==> config.mk <==
export PLATFORM = sky130hd
export DESIGN_NAME = hsi_color_mask
export DESIGN_NICKNAME = d
export VERILOG_FILES = /design/src/rtl/hsi_color_mask.sv
export SDC_FILE = /design/constraint.sdc
export NUM_CORES = 1
export LEC_CHECK = 0
export CAP_MARGIN = 20
export CORE_ASPECT_RATIO = 0.6
export CORE_MARGIN = 2
export CORE_UTILIZATION = 38
export DETAILED_ROUTE_END_ITERATION = 10
export HOLD_SLACK_MARGIN = 0.03
export PLACE_DENSITY = 0.88
export SYNTH_ARGS = -nofsm -noshare
export SYNTH_HDL_FRONTEND = slang
export SYNTH_SLANG_ARGS = --single-unit
==> constraint.sdc <==
create_clock -name clk -period 1.5 [get_ports clk]
set_clock_uncertainty 0.05 [all_clocks]
set_input_delay 0.225 -clock clk [delete_from_list [all_inputs] [get_ports clk]]
set_output_delay 0.225 -clock clk [all_outputs]
set_load 0.05 [all_outputs]
==> src/rtl/hsi_color_mask.sv <==
// Classifies an H/S/I pixel stream against run-time windows into a 2-cycle-latency binary mask,
// with optional per-frame hit count / bounding-box statistics (enabled by defining HSI_MASK_STATS_EN).
module hsi_color_mask #(
  parameter int H_DISP = 640,
  parameter int V_DISP = 480,
  localparam int CW = $clog2(H_DISP * V_DISP + 1),
  localparam int XW = $clog2(H_DISP),
  localparam int YW = $clog2(V_DISP)
) (
  input  logic          clk,
  input  logic          rst_n,
  input  logic          HSI_hsync,
  input  logic          HSI_vsync,
  input  logic [7:0]    H_data,
  input  logic [7:0]    S_data,
  input  logic [7:0]    I_data,
  input  logic          HSI_de,
  input  logic [7:0]    h_min,
  input  logic [7:0]    h_max,
  input  logic [7:0]    s_min,
  input  logic [7:0]    i_min,
  input  logic [7:0]    i_max,
  output logic          mask_hsync,
  output logic          mask_vsync,
  output logic          mask_de,
  output logic [7:0]    mask_data,
  output logic          stat_valid,
  output logic [CW-1:0] obj_cnt,
  output logic          box_valid,
  output logic [XW-1:0] x_min,
  output logic [XW-1:0] x_max,
  output logic [YW-1:0] y_min,
  output logic [YW-1:0] y_max
);

  logic       h_ok, s_ok, i_ok;
  logic       hit1_q, de1_q, hs1_q, vs1_q;
  logic       de2_q, hs2_q, vs2_q;
  logic [7:0] data2_q;

  // Hue window may wrap through 0 when h_min > h_max; an inverted intensity window never passes.
  always_comb begin
    h_ok = (h_min <= h_max) ? ((H_data >= h_min) && (H_data <= h_max))
                            : ((H_data >= h_min) || (H_data <= h_max));
    s_ok = (S_data >= s_min);
    i_ok = (I_data >= i_min) && (I_data <= i_max);
  end

  always_ff @(posedge clk or negedge rst_n) begin
    if (!rst_n) begin
      hit1_q  <= 1'b0;
      de1_q   <= 1'b0;
      hs1_q   <= 1'b0;
      vs1_q   <= 1'b0;
      de2_q   <= 1'b0;
      hs2_q   <= 1'b0;
      vs2_q   <= 1'b0;
      data2_q <= 8'h00;
    end else begin
      hit1_q  <= h_ok & s_ok & i_ok;
      de1_q   <= HSI_de;
      hs1_q   <= HSI_hsync;
      vs1_q   <= HSI_vsync;
      de2_q   <= de1_q;
      hs2_q   <= hs1_q;
      vs2_q   <= vs1_q;
      data2_q <= (hit1_q && de1_q) ? 8'hFF : 8'h00;
    end
  end

  assign mask_hsync = hs2_q;
  assign mask_vsync = vs2_q;
  assign mask_de    = de2_q;
  assign mask_data  = data2_q;

`ifdef HSI_MASK_STATS_EN
  localparam logic [XW-1:0] X_LAST = XW'(H_DISP - 1);
  localparam logic [YW-1:0] Y_LAST = YW'(V_DISP - 1);

  logic          de_prev_q, vs_prev_q, frame_seen_q, frame_seen_d;
  logic [XW-1:0] x_q, x_d, xmn_q, xmn_d, xmx_q, xmx_d, x_min_q, x_min_d, x_max_q, x_max_d;
  logic [YW-1:0] y_q, y_d, ymn_q, ymn_d, ymx_q, ymx_d, y_min_q, y_min_d, y_max_q, y_max_d;
  logic [CW-1:0] cnt_q, cnt_d, obj_cnt_q, obj_cnt_d;
  logic          stat_valid_q, stat_valid_d, box_valid_q, box_valid_d;
  logic          vs_rise, de_fall, hit2;

  always_comb begin
    vs_rise      = vs2_q & ~vs_prev_q;
    de_fall      = ~de2_q & de_prev_q;
    hit2         = de2_q & data2_q[0];
    x_d          = x_q;
    y_d          = y_q;
    cnt_d        = cnt_q;
    xmn_d        = xmn_q;
    xmx_d        = xmx_q;
    ymn_d        = ymn_q;
    ymx_d        = ymx_q;
    frame_seen_d = frame_seen_q;
    stat_valid_d = 1'b0;
    obj_cnt_d    = obj_cnt_q;
    box_valid_d  = box_valid_q;
    x_min_d      = x_min_q;
    x_max_d      = x_max_q;
    y_min_d      = y_min_q;
    y_max_d      = y_max_q;

    if (de2_q) begin
      if (x_q != X_LAST) x_d = x_q + 1'b1;
    end else if (de_fall) begin
      x_d = '0;
    end

    if (vs_rise) y_d = '0;
    else if (de_fall && (y_q != Y_LAST)) y_d = y_q + 1'b1;

    // Frame close: publish (unless this is the first edge after reset) and restart accumulation.
    if (vs_rise) begin
      frame_seen_d = 1'b1;
      if (frame_seen_q) begin
        stat_valid_d = 1'b1;
        obj_cnt_d    = cnt_q;
        box_valid_d  = (cnt_q != '0);
        x_min_d      = (cnt_q != '0) ? xmn_q : '0;
        x_max_d      = (cnt_q != '0) ? xmx_q : '0;
        y_min_d      = (cnt_q != '0) ? ymn_q : '0;
        y_max_d      = (cnt_q != '0) ? ymx_q : '0;
      end
      cnt_d = '0;
      xmn_d = X_LAST;
      xmx_d = '0;
      ymn_d = Y_LAST;
      ymx_d = '0;
    end else if (hit2) begin
      if (cnt_q != '1) cnt_d = cnt_q + 1'b1;
      if (x_q < xmn_q) xmn_d = x_q;
      if (x_q > xmx_q) xmx_d = x_q;
      if (y_q < ymn_q) ymn_d = y_q;
      if (y_q > ymx_q) ymx_d = y_q;
    end
  end

  always_ff @(posedge clk or negedge rst_n) begin
    if (!rst_n) begin
      de_prev_q    <= 1'b0;
      vs_prev_q    <= 1'b0;
      frame_seen_q <= 1'b0;
      x_q          <= '0;
      y_q          <= '0;
      cnt_q        <= '0;
      xmn_q        <= X_LAST;
      xmx_q        <= '0;
      ymn_q        <= Y_LAST;
      ymx_q        <= '0;
      stat_valid_q <= 1'b0;
      obj_cnt_q    <= '0;
      box_valid_q  <= 1'b0;
      x_min_q      <= '0;
      x_max_q      <= '0;
      y_min_q      <= '0;
      y_max_q      <= '0;
    end else begin
      de_prev_q    <= de2_q;
      vs_prev_q    <= vs2_q;
      frame_seen_q <= frame_seen_d;
      x_q          <= x_d;
      y_q          <= y_d;
      cnt_q        <= cnt_d;
      xmn_q        <= xmn_d;
      xmx_q        <= xmx_d;
      ymn_q        <= ymn_d;
      ymx_q        <= ymx_d;
      stat_valid_q <= stat_valid_d;
      obj_cnt_q    <= obj_cnt_d;
      box_valid_q  <= box_valid_d;
      x_min_q      <= x_min_d;
      x_max_q      <= x_max_d;
      y_min_q      <= y_min_d;
      y_max_q      <= y_max_d;
    end
  end

  assign stat_valid = stat_valid_q;
  assign obj_cnt    = obj_cnt_q;
  assign box_valid  = box_valid_q;
  assign x_min      = x_min_q;
  assign x_max      = x_max_q;
  assign y_min      = y_min_q;
  assign y_max      = y_max_q;
`else
  assign stat_valid = 1'b0;
  assign obj_cnt    = '0;
  assign box_valid  = 1'b0;
  assign x_min      = '0;
  assign x_max      = '0;
  assign y_min      = '0;
  assign y_max      = '0;
`endif

endmodule
==> results of run 1 <==
-- cells by family after synthesis --
group | Yosys count
DFF | 8
AOI/OAI and AO/OA | 42
other | 1
buffers and inverters | 109
and+or+nand+nor | 24
adders and majority gates | 48
-- final cells by class --
cell class | count | area, um2
fill | 351 | 1570
multi-input combinational | 173 | 1800
sequential | 8 | 200
clock buffer | 3 | 41.3
inverter | 43 | 169
tap | 63 | 78.8
timing repair buffer | 92 | 825
-- how the worst min path moves through the flow --
stage | from | endpoint | slack, ps | cells past startpoint
after floorplan | rst_n | de1_q | -120 | 0
after global placement | hs1_q | mask_hsync | 280 | 0
after detailed placement | vs1_q | mask_vsync | 280 | 0
after CTS | rst_n | mask_hsync | 240 | 1
after global routing | rst_n | mask_hsync | 260 | 1
final | rst_n | mask_hsync | 230 | 1
-- through the flow --
step	hold WS (ps)	area, um2	setup WS (ps)	TNS [ps]
after floorplan	-121	2120	4.79	0
after CTS	238	3020	-45.1	-45.1
final	227	3110	-31.0	-31.0
after detailed placement	285	2620	-684	-684
after global placement	283	2620	-602	-602
after global routing	257	3110	-95.1	-95.1
-- repair_timing --
item                       4_1_cts  5_1_grt
gates resized for setup        228       59
pin swaps                       52       38
setup endpoints to repair        1        1
hold buffers                     0        0
buffers inserted                 5        0
-- cell usage after synthesis --
cell       count
a21oi_1       11
nor2b_1        2
nor2_1         2
a211oi_1       2
a21o_1         5
o21ai_0        7
a31oi_1        2
nand4_1        7
nand3b_1       1
and2_1         1
nand3_1        1
nand2_1        4
o221ai_1       2
inv_1         43
conb_1         1
dfrtp_1        8
o211ai_1       3
and3_1         2
ha_1          48
a2111oi_2      1
nand2b_1       3
a211o_1        2
buf_4         66
a211oi_2       2
and4_1         1
a221oi_1       2
o21ai_1        1
o21ai_2        1
o2111ai_1      1
-- state kept, by name (all words and copies together), names as in the netlist --
register and flops:
mask_hsync 1, mask_vsync 1, hit1_q 1, vs1_q 1
de1_q 1, hs1_q 1, mask_de 1, mask_data 1
-- power by group through the flow --
| stage | clock network (mW) | registers [mW] | logic (mW) |
|---|---|---|---|
| final | 0.258 | 0.230 | 1.10 |
| after global routing | 0.275 | 0.231 | 1.18 |
| after CTS | 0.263 | 0.230 | 1.01 |
| after detailed placement | 0 | 0.233 | 0.905 |
| after global placement | 0 | 0.233 | 0.878 |
| after floorplan | 0 | 0.251 | 0.699 |
-- per-layer routing --
metal | up-vias | GRT usage | wire [um]
met5 | - | 0 | 0
met4 | 0 | 0.0435 | 110
met1 | 786 | 0.210 | 2070
li1 | 836 | - | -
met3 | 14 | 0.0435 | 428
met2 | 84 | 0.397 | 3000
==> results.ini, run 1 <==
[logic_synthesis]
yosysSeqAreaShare=0.106
synth_largest_area_cell=ha_1
synth_cell_types=29
ys_ff_latch=8
synth_fa_ha_area_frac=0.317
synth_compound_area_frac=0.155
avgSynthCellArea_um2=8.15
netlist_area_um2=1890
yosys_warnings=0
synthSimpleGateAreaFrac=0.0728
synth_xor_area_frac=0
synth.area.top_cells=ha_1 32%, buf_4 26%, dfrtp_1 11%
synthCells=232
yosysTopAreaCellShare=0.317
synth_top_family_by_area=buffers and inverters
synth.mux.area_fraction=0

[setup_path]
reg2reg_from=hit1_q
crit_fanout=1
rr_worst_depth=1
critical_path_arrival_ps=1600
reg2reg_to=mask_data[6]
critPathTopFamily=compound AO/OA/AOI/OAI gates
crit_end=hit1_q
startpoint=i_min[0]
end_kind=register
r2r_slack_ps=840
worstPathRequired_ps=1570
crit_buf_inv=1
worstSetupStartpointType=input pin
path_cells=clkdlybuf4s15_1 -> ha_1 -> nand2b_4 -> a31oi_2 -> o21ai_2 -> nand4_1 -> a2111oi_2
crit_cells=7
worstSetupPathType=input pin to register
slowest_delay_ps=350
slowest_stage=a2111oi_2

[global_routing]
grt_pass1_wl_um=8290
antenna_found_initial=0
grt_max_degree=9
gr-total-overflow=0
grt_use_total=0.197
grt_pass1_vias=1740

[routing]
drt-vias-per-instance=4.50
antenna_left=0
dr.pass1.iters=4
drt_iter0_drc=40
num_vias=1720
wire_per_inst_um=14.7
drcViolationCount=0
finalWirelength_um=5610

[power]
power_frac_clock=0.163
cellLeakagePower_nw=1.51
share_comb_of_total_power=0.692
power.share.sequential=0.145
vdd_drop_max_uv=231
power.switching_uw=772
finalPower_mw=1.58
p_int_uw=812
power_density_nw_per_um2=509
sw_frac_of_total=0.487

[cts]
cts_tree=built
cts_made_buffers=3
worstSkewPairLatency_ps=230
cts-htree-levels=1
root_buffer=clkbuf_8
clock_sinks=8
clockBufferDepth=2
clkTransAtPathRegs_ps=40

[timing]
period_share=1.02
finalSetupViolCount=1
final.setup.worst_slack_ps=-31.0
max_freq_mhz=653
fin_crit_ps=1530
drv_slew=0
grt_setup_unrepaired=yes
finalHoldViolCount=0

[cells_and_area]
layout.nets=438
antenna_cells=0
drive_gt1_frac=0.495
final_common_cell=conb_1
fin_util=0.665
final_cell_mix=59 x conb_1, 36 x ha_4, 23 x inv_2, 18 x inv_1, 16 x buf_4
area_growth_pct=64.6
final_cells=382

[place]
port-buffer-count=79
dpl.cell_count=374
hpwlAfterDp_um=4180
gp_congestion=0.828

[floorplan]
start_util=0.404
dieArea_um2=5580
core_area_um2=4680
std_cell_rows=19
die_x_um=95.1
ios=139
fp.dieH_um=58.7

[status]
violations=negative setup slack
status=finished with violations

[min_path]
hold_class=input pin to async pin

[run]
maxCapViolations=0

(Power assumes the default switching activity.)
==> run 2: changes to the inputs <==
CORE_UTILIZATION = 39   (was 38)
CTS_BUF_LIST = sky130_fd_sc_hd__clkbuf_4   (was default)
PLACE_DENSITY = default   (was 0.88)
PLACE_DENSITY_LB_ADDON = 0.2   (was default)
==> results.ini, run 2 (same netlist as run 1, synthesis figures left out) <==
[status]
status=finished with violations  ; unchanged
violations=negative setup slack  ; unchanged

[cells_and_area]
fillers=360  ; was 351
antenna_cells=0  ; unchanged
regArea_um2=200  ; unchanged
final_area_um2=3170  ; was 3110 um2
layout.nets=441  ; was 438
area_growth_pct=67.6  ; was 64.6%
multiInputGateArea_um2=1870  ; was 1800 um2
final_cell_mix=59 x conb_1, 36 x ha_4, 26 x inv_2, 20 x buf_2, 18 x buf_4  ; was 59 x conb_1, 36 x ha_4, 23 x inv_2, 18 x inv_1, 16 x buf_4
final_common_cell=conb_1  ; unchanged
fin_util=0.687  ; was 0.665
final_cells=385  ; was 382
drive_gt1_frac=0.506  ; was 0.495

[global_routing]
grt_pass1_vias=1756  ; was 1,740
grt_use_total=0.187  ; was 0.197
grt_max_degree=9  ; unchanged
antenna_found_initial=0  ; unchanged
grt_pass1_wl_um=8050  ; was 8290 um
gr-total-overflow=0  ; unchanged

[setup_path]
slowest_delay_ps=330  ; was 350 ps
worstSetupStartpointType=input pin  ; unchanged
slowest_stage=a2111oi_4  ; was a2111oi_2
crit_fanout=3  ; was 1
worstPathRequired_ps=1600  ; was 1570 ps
r2r_slack_ps=820  ; was 840 ps
reg2reg_from=hit1_q  ; unchanged
worstSetupPathType=input pin to register  ; unchanged
critical_path_arrival_ps=1630  ; was 1600 ps
reg2reg_to=mask_data[6]  ; unchanged
rr_worst_depth=1  ; unchanged
path_cells=clkdlybuf4s15_1 -> inv_2 -> ha_4 -> nand4_1 -> nor2_2 -> a211oi_2 -> a21oi_2 -> a2111oi_4  ; was clkdlybuf4s15_1 -> ha_1 -> nand2b_4 -> a31oi_2 -> o21ai_2 -> nand4_1 -> a2111oi_2
end_kind=register  ; unchanged

[cts]
worstSkewPairLatency_ps=250  ; was 230 ps
holdBufCountCts=0  ; unchanged
cts_made_buffers=3  ; unchanged
cts-htree-levels=1  ; unchanged
cts_tree=built  ; unchanged
clockBufferDepth=2  ; unchanged
root_buffer=clkbuf_4  ; was clkbuf_8
clock_sinks=8  ; unchanged
clkTransAtPathRegs_ps=50  ; was 40 ps

[floorplan]
core_area_um2=4610  ; was 4680 um2
std_cell_rows=19  ; unchanged
ios=139  ; unchanged
dieArea_um2=5440  ; was 5580 um2
fp.dieH_um=58.0  ; was 58.7 um
die_x_um=93.9  ; was 95.1 um
start_util=0.410  ; was 0.404

[power]
cellLeakagePower_nw=1.52  ; was 1.51 nW
vdd_drop_max_uv=438  ; was 231 uV
finalPower_mw=1.52  ; was 1.58 mW
power_density_nw_per_um2=481  ; was 509 nW/um2

[timing]
fin_setup_tns_ps=-30.2  ; was -31.0 ps
fin_crit_ps=1530  ; about the same
drv_slew=0  ; unchanged
final.setup.worst_slack_ps=-30.2  ; was -31.0 ps
grt_setup_unrepaired=yes  ; unchanged
finalHoldViolCount=0  ; unchanged
finalSetupViolCount=1  ; unchanged
max_freq_mhz=654  ; was 653 MHz
period_share=1.02  ; about the same

[place]
gp_congestion=0.811  ; was 0.828
hpwlAfterDp_um=3880  ; was 4180 um
dpl.cell_count=373  ; was 374
port-buffer-count=79  ; unchanged
dpl_cell_area_um2=2620  ; about the same

[routing]
num_vias=1717  ; was 1,720
drt_iter0_drc=40  ; unchanged
drt-vias-per-instance=4.46  ; was 4.50
finalWirelength_um=5420  ; was 5610 um
dr.pass1.iters=4  ; unchanged
drcViolationCount=0  ; unchanged
wire_per_inst_um=14.1  ; was 14.7 um
antenna_left=0  ; unchanged

[run]
maxCapViolations=0  ; unchanged

[min_path]
hold_class=input pin to async pin  ; unchanged

## run 2: how the worst max path moves through the flow
stage,to,depth (start not counted),start
after floorplan,hit1_q,7,h_min[7]
after global placement,hit1_q,8,h_min[6]
after detailed placement,hit1_q,8,h_min[6]
after CTS,hit1_q,7,H_data[4]
after global routing,hit1_q,8,h_min[6]
final,hit1_q,8,h_max[3]
## run 2: final cells by class
type / count / area share
Clock buffer: 3 / 0.00710
Inverter: 43 / 0.0525
Multi-Input combinational cell: 173 / 0.589
Sequential cell: 8 / 0.0631
Tap cell: 63 / 0.0249
Timing Repair Buffer: 95 / 0.263
## run 2: worst max-delay path: cells and delay by family
kind / cells / cell delay (ps)
AOI/OAI and AO/OA: 3 / 700
adders and majority gates: 1 / 250
buffers and inverters: 2 / 250
and+or+nand+nor: 2 / 210
## run 2: timing repair
action / 4_1_cts / 5_1_grt
resized for setup: 236 / 44
endpoints found under the setup margin: 1 / 1
pin swaps: 59 / 38
buffers inserted: 4 / 5
## run 2: per-layer routing
metal,global-route usage,up-vias,share of wire
li1,-,847,-
met1,0.238,787,0.44
met2,0.340,79,0.48
met3,0.0338,4,0.079
met4,0.0290,0,0.0046
met5,0,-,0
## run 2: per-stage QoR
step / hold WS [ps] / setup WS, ps
finish: 206 / -30.2
detailed placement: 286 / -638
global route: 228 / -66.5
global placement: 283 / -584
CTS: 211 / 0.0117
floorplan: -121 / 4.79
## run 2: report_power, final
part / switching (mW) / total, mW / internal, mW
registers: 0.00298 / 0.229 / 0.226
clock network: 0.0651 / 0.156 / 0.0910
logic: 0.703 / 1.14 / 0.435
